### src/rtl/inst_sram_responder.sv
// Instruction-SRAM fetch responder: kseg0/kseg1 translation, one fetch outstanding, bus req held until ack.
// Latency accept->valid is 2+k cycles (1 on a last-hit when INST_RESP_LASTHIT_EN is defined); readen outside IDLE/RESP is ignored.
module inst_sram_responder #(
   parameter int ADDR_W = 32,
   parameter int DATA_W = 32
) (
   input  logic              clk,
   input  logic              reset,
   input  logic [ADDR_W-1:0] inst_sram_addr,
   input  logic              inst_sram_readen,
   output logic [DATA_W-1:0] inst_sram_rdata,
   output logic              inst_sram_valid,
   output logic              inst_sram_err,
   output logic              mem_req,
   output logic [ADDR_W-1:0] mem_addr,
   input  logic              mem_ack,
   input  logic [DATA_W-1:0] mem_rdata,
   input  logic              mem_err
);

   typedef enum logic [1:0] {IDLE, BUSY, RESP} state_t;

   state_t            state, state_nxt;
   logic              accept;
   logic              hit;
   logic [DATA_W-1:0] hit_data;
   logic [ADDR_W-1:0] phys_addr;
   logic              err_q;

   // Top bits 100/101 select kseg0/kseg1; both map onto the low 512 MiB.
   always_comb begin
      phys_addr = inst_sram_addr;
      if (inst_sram_addr[ADDR_W-1 -: 2] == 2'b10) begin
         phys_addr[ADDR_W-1 -: 3] = 3'b000;
      end
      phys_addr[1:0] = 2'b00;
   end

   assign accept = inst_sram_readen && (state == IDLE || state == RESP);

`ifdef INST_RESP_LASTHIT_EN
   logic              lh_vld;
   logic [ADDR_W-1:0] lh_addr;
   logic [DATA_W-1:0] lh_data;

   always_ff @(posedge clk) begin
      if (reset) begin
         lh_vld  <= 1'b0;
         lh_addr <= '0;
         lh_data <= '0;
      end else if (state == BUSY && mem_ack) begin
         lh_vld  <= !mem_err;
         lh_addr <= mem_addr;
         lh_data <= mem_rdata;
      end
   end

   assign hit      = lh_vld && (lh_addr == phys_addr);
   assign hit_data = lh_data;
`else
   assign hit      = 1'b0;
   assign hit_data = '0;
`endif

   always_comb begin
      state_nxt       = state;
      mem_req         = 1'b0;
      inst_sram_valid = 1'b0;
      unique case (state)
         IDLE: begin
            if (accept) state_nxt = hit ? RESP : BUSY;
         end
         BUSY: begin
            mem_req = 1'b1;
            if (mem_ack) state_nxt = RESP;
         end
         RESP: begin
            inst_sram_valid = 1'b1;
            if (accept) state_nxt = hit ? RESP : BUSY;
            else        state_nxt = IDLE;
         end
         default: state_nxt = IDLE;
      endcase
   end

   assign inst_sram_err = inst_sram_valid && err_q;

   always_ff @(posedge clk) begin
      if (reset) begin
         state           <= IDLE;
         mem_addr        <= '0;
         inst_sram_rdata <= '0;
         err_q           <= 1'b0;
      end else begin
         state <= state_nxt;
         if (accept) begin
            mem_addr <= phys_addr;
         end
         if (state == BUSY && mem_ack) begin
            inst_sram_rdata <= mem_err ? '0 : mem_rdata;
            err_q           <= mem_err;
         end else if (accept && hit) begin
            inst_sram_rdata <= hit_data;
            err_q           <= 1'b0;
         end
      end
   end

endmodule
### config.mk
export PLATFORM = sky130hd
export DESIGN_NAME = inst_sram_responder
export DESIGN_NICKNAME = d
export VERILOG_FILES = /design/src/rtl/inst_sram_responder.sv
export SDC_FILE = /design/constraint.sdc
export NUM_CORES = 1
export LEC_CHECK = 0
export CAP_MARGIN = 10
export CORE_ASPECT_RATIO = 0.5
export CORE_MARGIN = 3
export CORE_UTILIZATION = 42
export CTS_BUF_LIST = sky130_fd_sc_hd__clkbuf_4
export CTS_CLUSTER_DIAMETER = 40
export DETAILED_ROUTE_END_ITERATION = 6
export PLACE_DENSITY = 0.87
export SYNTH_ARGS = -nofsm -noshare
export SYNTH_HDL_FRONTEND = slang
export SYNTH_SLANG_ARGS = --single-unit
export TNS_END_PERCENT = 100
### constraint.sdc
create_clock -name clk -period 3.2 [get_ports clk]
set_input_delay 0.64 -clock clk [delete_from_list [all_inputs] [get_ports clk]]
set_output_delay 0.64 -clock clk [all_outputs]
set_load 0.02 [all_outputs]
=== Word level (Yosys, flattened, before mapping) ===
Index checks and enable logic that the tools add are counted.

* Register bits after elaboration: 65
* Input bits: 69
* Output and inout port bits: 67
* Word-level logic and storage cells: 23

* Eq/ne operators: 5
* Muxes and demuxes: 8
* Reductions and logical operators: 6

{| class="wikitable"
|+ Operators by type and width
! cell !! count
|-
| $mux 32 || 1
|-
| $pmux 2 s3 || 1
|-
| $eq 2x2->1 const B || 2
|-
| $mux 2 || 2
|-
| $ne 2x2->1 const B || 2
|-
| $logic_and 1x1->1 || 3
|-
| $mux 1 || 3
|-
| $mux 3 || 1
|-
| $eq 2x1->1 const B || 1
|-
| $logic_not 2->1 || 1
|-
| $reduce_and 2->1 || 1
|-
| $logic_or 1x1->1 || 1
|}

=== Logic depth before layout (Yosys ltp) ===
Gate-level depths: netlist of run 1.

* Depth in word-level cells: 5
* Depth in mapped cells: 5
* Gate-level depth less buffers: 3

=== Least setup slack after synthesis of run 1 ===
Ideal clock, no wire load.

* Path kind: reg-to-output
* Start: reg state[1]
* End: out inst_sram_err
* Arrival: 0.987 ns
* Required time: 2.560 ns
* Slack: 1.573 ns
* Stages on the path, launching flop included: 3
* Buffers on the path: 0
* Cell sequence: dfxtp_1 > nor2b_1 > and2_1

* Cells in the longest elaborated chain, start to end: 3

{| class="wikitable"
|+ RTL lines
! what !! RTL line !! RTL
|-
| start, declared || 23 || <nowiki>state_t state, state_nxt;</nowiki>
|-
| start signal, assigned || 95 || <nowiki>state <= state_nxt;</nowiki>
|-
| $eq 2x2->1 || 69 || <nowiki>unique case (state)</nowiki>
|-
| $mux 1 || 69 ||
|-
| named net inst_sram_valid || 12 || <nowiki>output logic inst_sram_valid,</nowiki>
|-
| $logic_and 1x1->1 || 86 || <nowiki>assign inst_sram_err = inst_sram_valid && err_q;</nowiki>
|-
| end, declared || 13 || <nowiki>output logic inst_sram_err,</nowiki>
|}

The timed path passes the listed nets, and every way through them passes these cells.

=== Final worst setup path of run 1 ===
* Start: reg state[1]
* End: out inst_sram_err

* Cells in the longest elaborated chain, start to end: 3

{| class="wikitable"
|+ RTL lines
! what !! RTL line
|-
| $eq 2x2->1 || 69
|-
| $mux 1 || 69
|-
| $logic_and 1x1->1 || 86
|}

Every way passes these cells.

==> summary.txt, run 1 <==
Run status
  • Outcome: complete, no violations

Placement
  • Pre-CTS WS: 0.868 ns
  • GPL Wtd Cong: 0.684
  • IO buf count: 131
  • Detailed Place HPWL: 4.82 mm

Synthesis
  • Mapped Area: 2420 sq um
  • Sequential area share after synthesis: 0.537
  • Synth cell types: 16
  • Post-synth EDFFs: 0
  • Synth Warn #: 0
  • Mapped Cells: 291
  • Register bit total from synthesis: 65
  • Ys flop type: dfxtp_1
  • Syn avg cell area: 8.33 sq um
  • Post-synth ARST share: 0
  • Synth area leaders: dfxtp_1 (54%), nand2_1 (14%), a21oi_1 (13%), nand3b_1 (10%), buf_2 (2.1%)
  • Post-synth top area share: 0.537
  • Most area-hungry cell type in the Yosys netlist: dfxtp_1

Clocking
  • Clk slew on worst S/H paths: 0.10 ns
  • Root buf cell: clkbuf_4
  • CTS sink count: 65
  • Max clock buf depth: 2
  • Hold_buf cts: 0
  • Number of gates resized after cts: 0
  • CTS tree: done
  • Total setup buffers inserted after CTS: 0
  • CTS buffer count: 9
  • H-tree levels: 3
  • Worst-Skew Late Latency: 0.39 ns

STA
  • Final worst-path cycle share: 0.717
  • Final worst setup slack: 0.904 ns
  • # setup viols final: 0
  • Worst slew pin tran: 1.17 ns
  • Max Freq: 0.436 GHz
  • Slew Viols, Final: 0
  • RSZ-0062 raised after global routing: false
  • TNS Setup: 0 ns
  • Minimum clock period after layout: 2.30 ns
  • Final hold viol count: 0
  • Clock skew: 0.00512 ns
  • Max_slew headroom: 0.223

Job
  • Max_cap viols: 0

Worst hold path
  • Hold Path Class: register to register

Critical path
  • CP Launch Type: register
  • Required @ worst endpoint: 2.56 ns
  • CP Class: register to primary output
  • Critical path capture point type: primary output
  • Worst EP arrival: 1.66 ns
  • Crit-path max FO: 4

Floorplanning
  • Die height: 59.7 um
  • Core Region: 5250 sq um
  • Die footprint: 6780 sq um
  • I/O Pins: 136
  • Core Rows: 18
  • Initial Util: 0.462
  • Die width: 113 um

Cells and area
  • Layout cells sized above 1: 0.0478
  • Commonest non-fill, non-tap cells in the layout: clkdlybuf4s50_1 (130), nand2_1 (92), dfxtp_1 (65)
  • Final core utilization: 0.728
  • Antenna Cells: 0
  • Most common cell after layout, fill and taps aside: clkdlybuf4s50_1
  • Layout net count: 482
  • Area growth from synthesis to layout: 57.5%

Global routing
  • GRT Total Usage: 0.206
  • Global-route wire length before repair: 11.1 mm
  • Total congestion overflow: 0
  • Initial antenna violation count: 0
  • Vias in the first global route: 2426
  • Largest net degree at the start of global routing: 66

Routing
  • Final ANT Viol Nets: 0
  • Vias: 2401
  • Final Routed Wirelength: 6.79 mm
  • DR pass1 iterations: 5
  • Drt drc: 0
  • Vias per cell: 4.92
  • Initial DRC Count: 158
  • Drt wl/cell: 13.9 um

Pwr
  • Pwr/cell area: 415 nW/um^2
  • Pwr Total: 1.59 mW
  • Worst VDD drop: 0.000200 V
  • Leak Pwr: 1.35 nW
-- final timing paths --
check,from,to,slack (ns),cells past startpoint
worst min-delay path,inst_sram_rdata[0],inst_sram_rdata[0],0.46,2
worst max-delay path,state[1],inst_sram_err,0.90,3
worst min register to register,inst_sram_rdata[0],inst_sram_rdata[0],0.46,2
worst max register to register,state[0],inst_sram_rdata[27],1.59,4
-- where the power goes --
part / total, mW / leakage (nW) / switching [mW] / internal [mW]
clock: 0.441 / 0.0655 / 0.272 / 0.169
combinational: 0.287 / 0.750 / 0.134 / 0.154
sequential: 0.858 / 0.530 / 0.0167 / 0.841
total: 1.59 / 1.35 / 0.422 / 1.16
-- final cells by class --
class,count,area [sq um]
clock buffer,11,82.6
timing repair buffer,135,1340
multi-input combinational,202,990
clock inverter,5,22.5
tap,70,87.6
fill,410,1430
sequential,65,1300
-- cells in the mapped netlist, types with 2 or more instances --
cell type and count:
nand3b_1 33, nand3_1 2, nand2b_1 3, buf_4 3
clkbuf_1 5, buf_2 10, buf_1 4, nand2_1 92
dfxtp_1 65, a21oi_1 64, nor2b_1 3, buf_6 3
-- stage by stage --
step,hold slack [ns],instances,area (sq um)
2_1_floorplan,0.432,292,2430
3_3_place_gp,0.437,472,3710
3_5_place_dp,0.444,472,3710
4_1_cts,0.457,488,3820
5_1_grt,0.481,488,3820
6_report,0.455,488,3820
-- layer usage --
metal,wire (um),global-route usage,share of wire,vias to the layer above
met4,97,0.0788,0.014,0
met1,2690,0.224,0.40,1110
li1,-,-,-,1199
met2,3630,0.396,0.53,82
met5,0,0,0,-
met3,376,0.0536,0.055,10
-- kinds of logic after synthesis --
| kind of cell | share of synthesized area |
|---|---|
| buf+inv | 0.0578 |
| simple gates | 0.272 |
| flops | 0.537 |
| compound gates | 0.132 |
| other cells | 0.00155 |
-- worst max-delay path, cell delays in order (launching register included) --
cell             delay, ns
dfxtp_1               0.36
nor2b_1               0.16
and2_1                0.13
clkdlybuf4s50_1       0.62
-- state kept, by name, indices dropped and copies added, names as in the netlist --
register,count
state,2
err_q,1
inst_sram_rdata,32
mem_addr,30
(Power assumes the default switching activity.)
==> run 2, diff against run 1 <==
- CORE_UTILIZATION: 42 -> 39
- PLACE_DENSITY: 0.87 -> 0.81
- clock period: 3.2 -> 2.2 ns (I/O delays scaled with it)
==> summary.txt, run 2 (same netlist as run 1, synthesis figures left out) <==
Routing
  • Drt drc: 0 (unchanged)
  • Vias per cell: 4.78 (was 4.92)
  • Drt wl/cell: 14.1 um (was 13.9 um)
  • Final Routed Wirelength: 7.14 mm (was 6.79 mm)
  • Final ANT Viol Nets: 0 (unchanged)
  • Initial DRC Count: 140 (was 158)
  • Vias: 2417 (was 2401)
  • DR pass1 iterations: 4 (was 5)

Cells and area
  • Most common cell after layout, fill and taps aside: clkdlybuf4s50_1 (unchanged)
  • Layout net count: 486 (was 482)
  • Design Area, Final: 3910 sq um (was 3820 sq um)
  • Biggest register: inst_sram_rdata (unchanged)
  • Largest regs: inst_sram_rdata (32), mem_addr (30), state (2) (unchanged)
  • Area growth from synthesis to layout: 61.4% (was 57.5%)
  • Layout Cells excl Fill: 506 (was 488)
  • Number of flip-flops in the largest register: 32 (unchanged)
  • Layout cells sized above 1: 0.0592 (was 0.0478)
  • Commonest non-fill, non-tap cells in the layout: clkdlybuf4s50_1 (128), nand2_1 (92), dfxtp_1 (65) (was clkdlybuf4s50_1 (130), nand2_1 (92), dfxtp_1 (65))
  • Antenna Cells: 0 (unchanged)

Clocking
  • Clk slew on worst S/H paths: 0.10 ns (about the same)
  • Worst-Skew Late Latency: 0.39 ns (about the same)
  • Hold_buf cts: 0 (unchanged)
  • CTS sink count: 65 (unchanged)
  • CTS buffer count: 9 (unchanged)
  • CTS tree: done (unchanged)
  • Max clock buf depth: 2 (unchanged)
  • H-tree levels: 3 (unchanged)
  • Root buf cell: clkbuf_4 (unchanged)

Critical path
  • Buffer and inverter count on the worst path: 1 (unchanged)
  • CP Class: register to primary output (unchanged)
  • Critical path capture point type: primary output (unchanged)
  • Largest stage delay, worst path: 0.64 ns (was 0.62 ns)
  • Crit-path max FO: 4 (unchanged)
  • R2r startpoint: state[0] (unchanged)
  • Required @ worst endpoint: 1.76 ns (was 2.56 ns)
  • Cell family with most CP delay: buffers and inverters (unchanged)
  • CP startpoint: state[1] (unchanged)
  • Critical Path, Cell by Cell: nor2b_1 > clkdlybuf4s50_1 (was nor2b_1 > and2_1 > clkdlybuf4s50_1)
  • Worst path slowest cell: clkdlybuf4s50_1 (unchanged)
  • Worst EP arrival: 1.57 ns (was 1.66 ns)
  • CP Launch Type: register (unchanged)

Floorplanning
  • I/O Pins: 136 (unchanged)
  • Die width: 118 um (was 113 um)
  • Die footprint: 7260 sq um (was 6780 sq um)
  • Initial Util: 0.423 (was 0.462)
  • Die height: 61.8 um (was 59.7 um)
  • Core Region: 5730 sq um (was 5250 sq um)
  • Core Rows: 19 (was 18)

Pwr
  • Net switching power: 614 uW (was 422 uW)
  • Gate power share: 0.175 (was 0.181)
  • Seq pwr share: 0.510 (was 0.541)
  • Internal power: 1.83 mW (was 1.16 mW)
  • Worst VDD drop: 0.000323 V (was 0.000200 V)
  • Leak Pwr: 1.42 nW (was 1.35 nW)
  • Sw frac: 0.251 (was 0.266)
  • Pwr/cell area: 625 nW/um^2 (was 415 nW/um^2)
  • Clock network power share: 0.314 (was 0.278)

Global routing
  • Total congestion overflow: 0 (unchanged)
  • Vias in the first global route: 2276 (was 2426)
  • Global-route wire length before repair: 11.0 mm (was 11.1 mm)
  • Initial antenna violation count: 0 (unchanged)
  • Largest net degree at the start of global routing: 37 (was 66)
  • GRT Total Usage: 0.193 (was 0.206)

Placement
  • Pre-CTS WS: 0.460 ns (was 0.868 ns)
  • GPL Wtd Cong: 0.729 (was 0.684)
  • Placed cell area: 3770 sq um (was 3710 sq um)
  • Detailed Place HPWL: 5.07 mm (was 4.82 mm)
  • IO buf count: 131 (unchanged)
  • Placed cells: 490 (was 472)

STA
  • Final hold viol count: 0 (unchanged)
  • Clock skew: 0.00557 ns (was 0.00512 ns)
  • Max_slew headroom: 0.605 (was 0.223)
  • Final worst-path cycle share: 0.916
  • # setup viols final: 0 (unchanged)
  • TNS Setup: 0 ns (unchanged)
  • Final worst setup slack: 0.185 ns (was 0.904 ns)
  • Slew Viols, Final: 0 (unchanged)
  • Minimum clock period after layout: 2.01 ns
  • RSZ-0062 raised after global routing: false (unchanged)
  • Max Freq: 0.496 GHz
  • Worst slew pin tran: 0.593 ns (was 1.17 ns)
  • Minimum hold slack: 0.457 ns (was 0.455 ns)

Job
  • Max_cap viols: 0 (unchanged)

Worst hold path
  • Hold Crit Start: mem_addr[2] (was inst_sram_rdata[0])
  • Hold Path Class: register to register (unchanged)

Run status
  • Outcome: complete, no violations (unchanged)
run 2: cell types whose count changed in the layout (fill, tap and decap cells not counted), sizes merged:
cell | previous run | this run
clkdlybuf4s50 | 130 | 128
bufinv | 0 | 1
dlymetal6s2s | 0 | 2
clkbuf | 11 | 12
clkinv | 5 | 3
buf | 5 | 9
run 2: path summary, 6_finish.rpt:
kind / endpoint / slack, ns / cells past startpoint
setup / recovery: inst_sram_valid / 0.19 / 2
hold reg to reg: mem_addr[2] / 0.46 / 2
hold / removal: mem_addr[2] / 0.46 / 2
setup reg to reg: mem_addr[26] / 0.96 / 4
run 2: power groups by stage:
stage	Clock, mW	Combinational, mW	Sequential, mW
6_report	0.769	0.429	1.25
4_1_cts	0.797	0.431	1.25
3_3_place_gp	0	0.420	1.27
3_5_place_dp	0	0.429	1.28
2_1_floorplan	0	0.136	1.33
5_1_grt	0.853	0.459	1.25
run 2: layout make-up:
class,count,area [sq um]
multi-input combinational,202,990
clock buffer,12,90.1
timing repair buffer,139,1380
clock inverter,4,43.8
tap,84,105
sequential,65,1300
fill,500,1820
run 2: layer usage:
metal	track usage	vias to the layer above	part of all wire
li1	-	1206	-
met1	0.208	1134	0.40
met2	0.384	68	0.54
met3	0.0497	9	0.046
met4	0.0767	0	0.014
met5	0	-	0
run 2: timing repair:
action	CTS	global route
endpoints found under the hold margin	0	0
resized for setup	0	2
setup endpoints to repair	0	2
setup buffers	0	0
run 2: worst register-to-register path, stage by stage (launching register included):
cell,delay (ns)
dfxtp_1,0.43
nand2b_1,0.14
buf_4,0.30
nand2_1,0.12
a21oi_1,0.19
run 2: through the flow:
step	power [mW]	util
final	2.45	0.683
after global routing	2.57	0.683
after CTS	2.48	0.682
after detailed placement	1.70	0.659
after global placement	1.69	0.659
after floorplan	1.46	-
==> run 3, diff against run 2 <==
- clock period: 2.2 -> 2.1 ns (I/O delays scaled with it)
==> summary.txt, run 3 (same netlist as run 1, synthesis figures left out) <==
Pwr
  • Internal power: 1.75 mW (was 1.83 mW)
  • Gate power share: 0.186 (was 0.175)
  • Pwr/cell area: 622 nW/um^2 (was 625 nW/um^2)
  • Clock network power share: 0.273 (was 0.314)
  • Worst VDD drop: 0.000304 V (was 0.000323 V)
  • Seq pwr share: 0.542 (was 0.510)
  • Sw frac: 0.275 (was 0.251)
  • Net switching power: 664 uW (was 614 uW)
  • Leak Pwr: 1.39 nW (was 1.42 nW)

Critical path
  • Largest stage delay, worst path: 0.36 ns (was 0.64 ns)
  • Required @ worst endpoint: 1.68 ns (was 1.76 ns)
  • Worst EP arrival: 1.40 ns (was 1.57 ns)
  • Critical Path, Cell by Cell: nor2b_1 > and2_1 > dlygate4sd2_1 (was nor2b_1 > clkdlybuf4s50_1)
  • CP Class: register to primary output (unchanged)
  • CP Launch Type: register (unchanged)
  • Critical path capture point type: primary output (unchanged)
  • Worst path slowest cell: dfxtp_1 (was clkdlybuf4s50_1)
  • R2r startpoint: state[0] (unchanged)
  • Crit-path max FO: 4 (unchanged)
  • CP startpoint: state[1] (unchanged)

Placement
  • Placed cell area: 3770 sq um (unchanged)
  • Pre-CTS WS: 0.399 ns (was 0.460 ns)
  • IO buf count: 131 (unchanged)
  • Detailed Place HPWL: 5.22 mm (was 5.07 mm)
  • GPL Wtd Cong: 0.739 (was 0.729)

Cells and area
  • Antenna Cells: 0 (unchanged)
  • Multi-input logic area: 990 sq um (unchanged)
  • Largest regs: inst_sram_rdata (32), mem_addr (30), state (2) (unchanged)
  • Most common cell after layout, fill and taps aside: clkdlybuf4s50_1 (unchanged)
  • Area growth from synthesis to layout: 60.1% (was 61.4%)
  • FF+latch area: 1300 sq um (unchanged)
  • Biggest register: inst_sram_rdata (unchanged)
  • Layout cells sized above 1: 0.0570 (was 0.0592)
  • Number of flip-flops in the largest register: 32 (unchanged)
  • Layout net count: 486 (unchanged)
  • Design Area, Final: 3880 sq um (was 3910 sq um)
  • Fill count: 484 (was 500)
  • Commonest non-fill, non-tap cells in the layout: clkdlybuf4s50_1 (127), nand2_1 (92), dfxtp_1 (65) (was clkdlybuf4s50_1 (128), nand2_1 (92), dfxtp_1 (65))

Global routing
  • Global-route wire length before repair: 10.9 mm (was 11.0 mm)
  • GRT Total Usage: 0.193 (about the same)
  • Vias in the first global route: 2239 (was 2276)
  • Total congestion overflow: 0 (unchanged)
  • Initial antenna violation count: 0 (unchanged)
  • Largest net degree at the start of global routing: 66 (was 37)

STA
  • Minimum clock period after layout: 1.82 ns
  • # setup viols final: 0 (unchanged)
  • Final worst setup slack: 0.279 ns (was 0.185 ns)
  • TNS Setup: 0 ns (unchanged)
  • Final worst-path cycle share: 0.867
  • Slew Viols, Final: 0 (unchanged)
  • Final hold viol count: 0 (unchanged)
  • Clock skew: 0.0106 ns (was 0.00557 ns)
  • Max Freq: 0.549 GHz
  • RSZ-0062 raised after global routing: false (unchanged)

Floorplanning
  • Die footprint: 7260 sq um (unchanged)
  • Initial Util: 0.423 (unchanged)
  • Die width: 118 um (unchanged)
  • Core Region: 5730 sq um (unchanged)
  • Die height: 61.8 um (unchanged)
  • I/O Pins: 136 (unchanged)
  • Core Rows: 19 (unchanged)

Routing
  • Met1 Wirelength: 2.76 mm (was 2.86 mm)
  • Vias per cell: 4.76 (was 4.78)
  • Top Layer Used: met4 (unchanged)
  • Wire length on met3: 358 um (was 328 um)
  • Vias: 2405 (was 2417)
  • Initial DRC Count: 93 (was 140)
  • DR pass1 iterations: 4 (unchanged)
  • Final Routed Wirelength: 7.17 mm (was 7.14 mm)
  • WL met2: 3.95 mm (was 3.85 mm)
  • Drt drc: 0 (unchanged)
  • Final ANT Viol Nets: 0 (unchanged)
  • Drt wl/cell: 14.2 um (was 14.1 um)

Clocking
  • Worst-Skew Late Latency: 0.41 ns (was 0.39 ns)
  • Hold_buf cts: 0 (unchanged)
  • Root buf cell: clkbuf_4 (unchanged)
  • CTS tree: done (unchanged)
  • CTS sink count: 65 (unchanged)
  • Clk slew on worst S/H paths: 0.10 ns (about the same)
  • CTS buffer count: 9 (unchanged)
  • Total setup buffers inserted after CTS: 0 (unchanged)
  • H-tree levels: 3 (unchanged)
  • Max clock buf depth: 2 (unchanged)

Worst hold path
  • Hold Path Class: register to register (unchanged)
  • Hold Crit Start: inst_sram_rdata[30] (was mem_addr[2])

Job
  • Max_cap viols: 0 (unchanged)

Run status
  • Outcome: complete, no violations (unchanged)
[run 3: cell count changes in the layout (fill, tap and decap cells not counted)]
cell             change
clkdlybuf4s50_1      -1
dlygate4sd2_1        +1
bufinv_16            -1
clkinvlp_4           +3
clkbuf_4             -3
[run 3: critical path, delay by kind of cell (launching register included)]
| family | cells | cell delay (ns) |
|---|---|---|
| flip-flops | 1 | 0.36 |
| buffers and inverters | 1 | 0.35 |
| AND/OR/NAND/NOR | 2 | 0.29 |
[run 3: cell type report]
type                    instances  area share
repair buffers                139       0.356
flip-flops and latches         65       0.335
multi-input cells             202       0.255
well taps                      84      0.0271
clock buffers                   9      0.0174
clock inverters                 6     0.00935
[run 3: worst paths after layout]
check,endpoint,slack (ns),cells past startpoint
worst min-delay path,inst_sram_rdata[30],0.46,2
worst max register to register,inst_sram_rdata[31],0.91,4
worst min register to register,inst_sram_rdata[30],0.46,2
worst max-delay path,inst_sram_err,0.28,3
[run 3: what timing repair did]
item	in CTS	in global routing
gates resized for setup	1	2
endpoints found under the setup margin	1	2
endpoints found under the hold margin	0	0
[run 3: power groups by stage]
stage	clock, mW	combinational (mW)	sequential (mW)
6_report	0.658	0.448	1.31
3_3_place_gp	0	0.440	1.33
3_5_place_dp	0	0.450	1.34
4_1_cts	0.686	0.451	1.31
2_1_floorplan	0	0.142	1.39
5_1_grt	0.739	0.480	1.31
[run 3: per-layer routing]
metal	GRT usage	up-vias
li1	-	1204
met1	0.205	1127
met2	0.378	58
met3	0.0642	16
met4	0.0700	0
met5	0	-
[run 3: stage by stage]
stage	util	std cells	hold WS, ns	power, mW
after CTS	0.677	505	0.454	2.45
final	0.678	505	0.457	2.41
after floorplan	-	292	0.432	1.53
after detailed placement	0.659	490	0.443	1.79
after global routing	0.678	505	0.462	2.53
after global placement	0.659	490	0.438	1.77
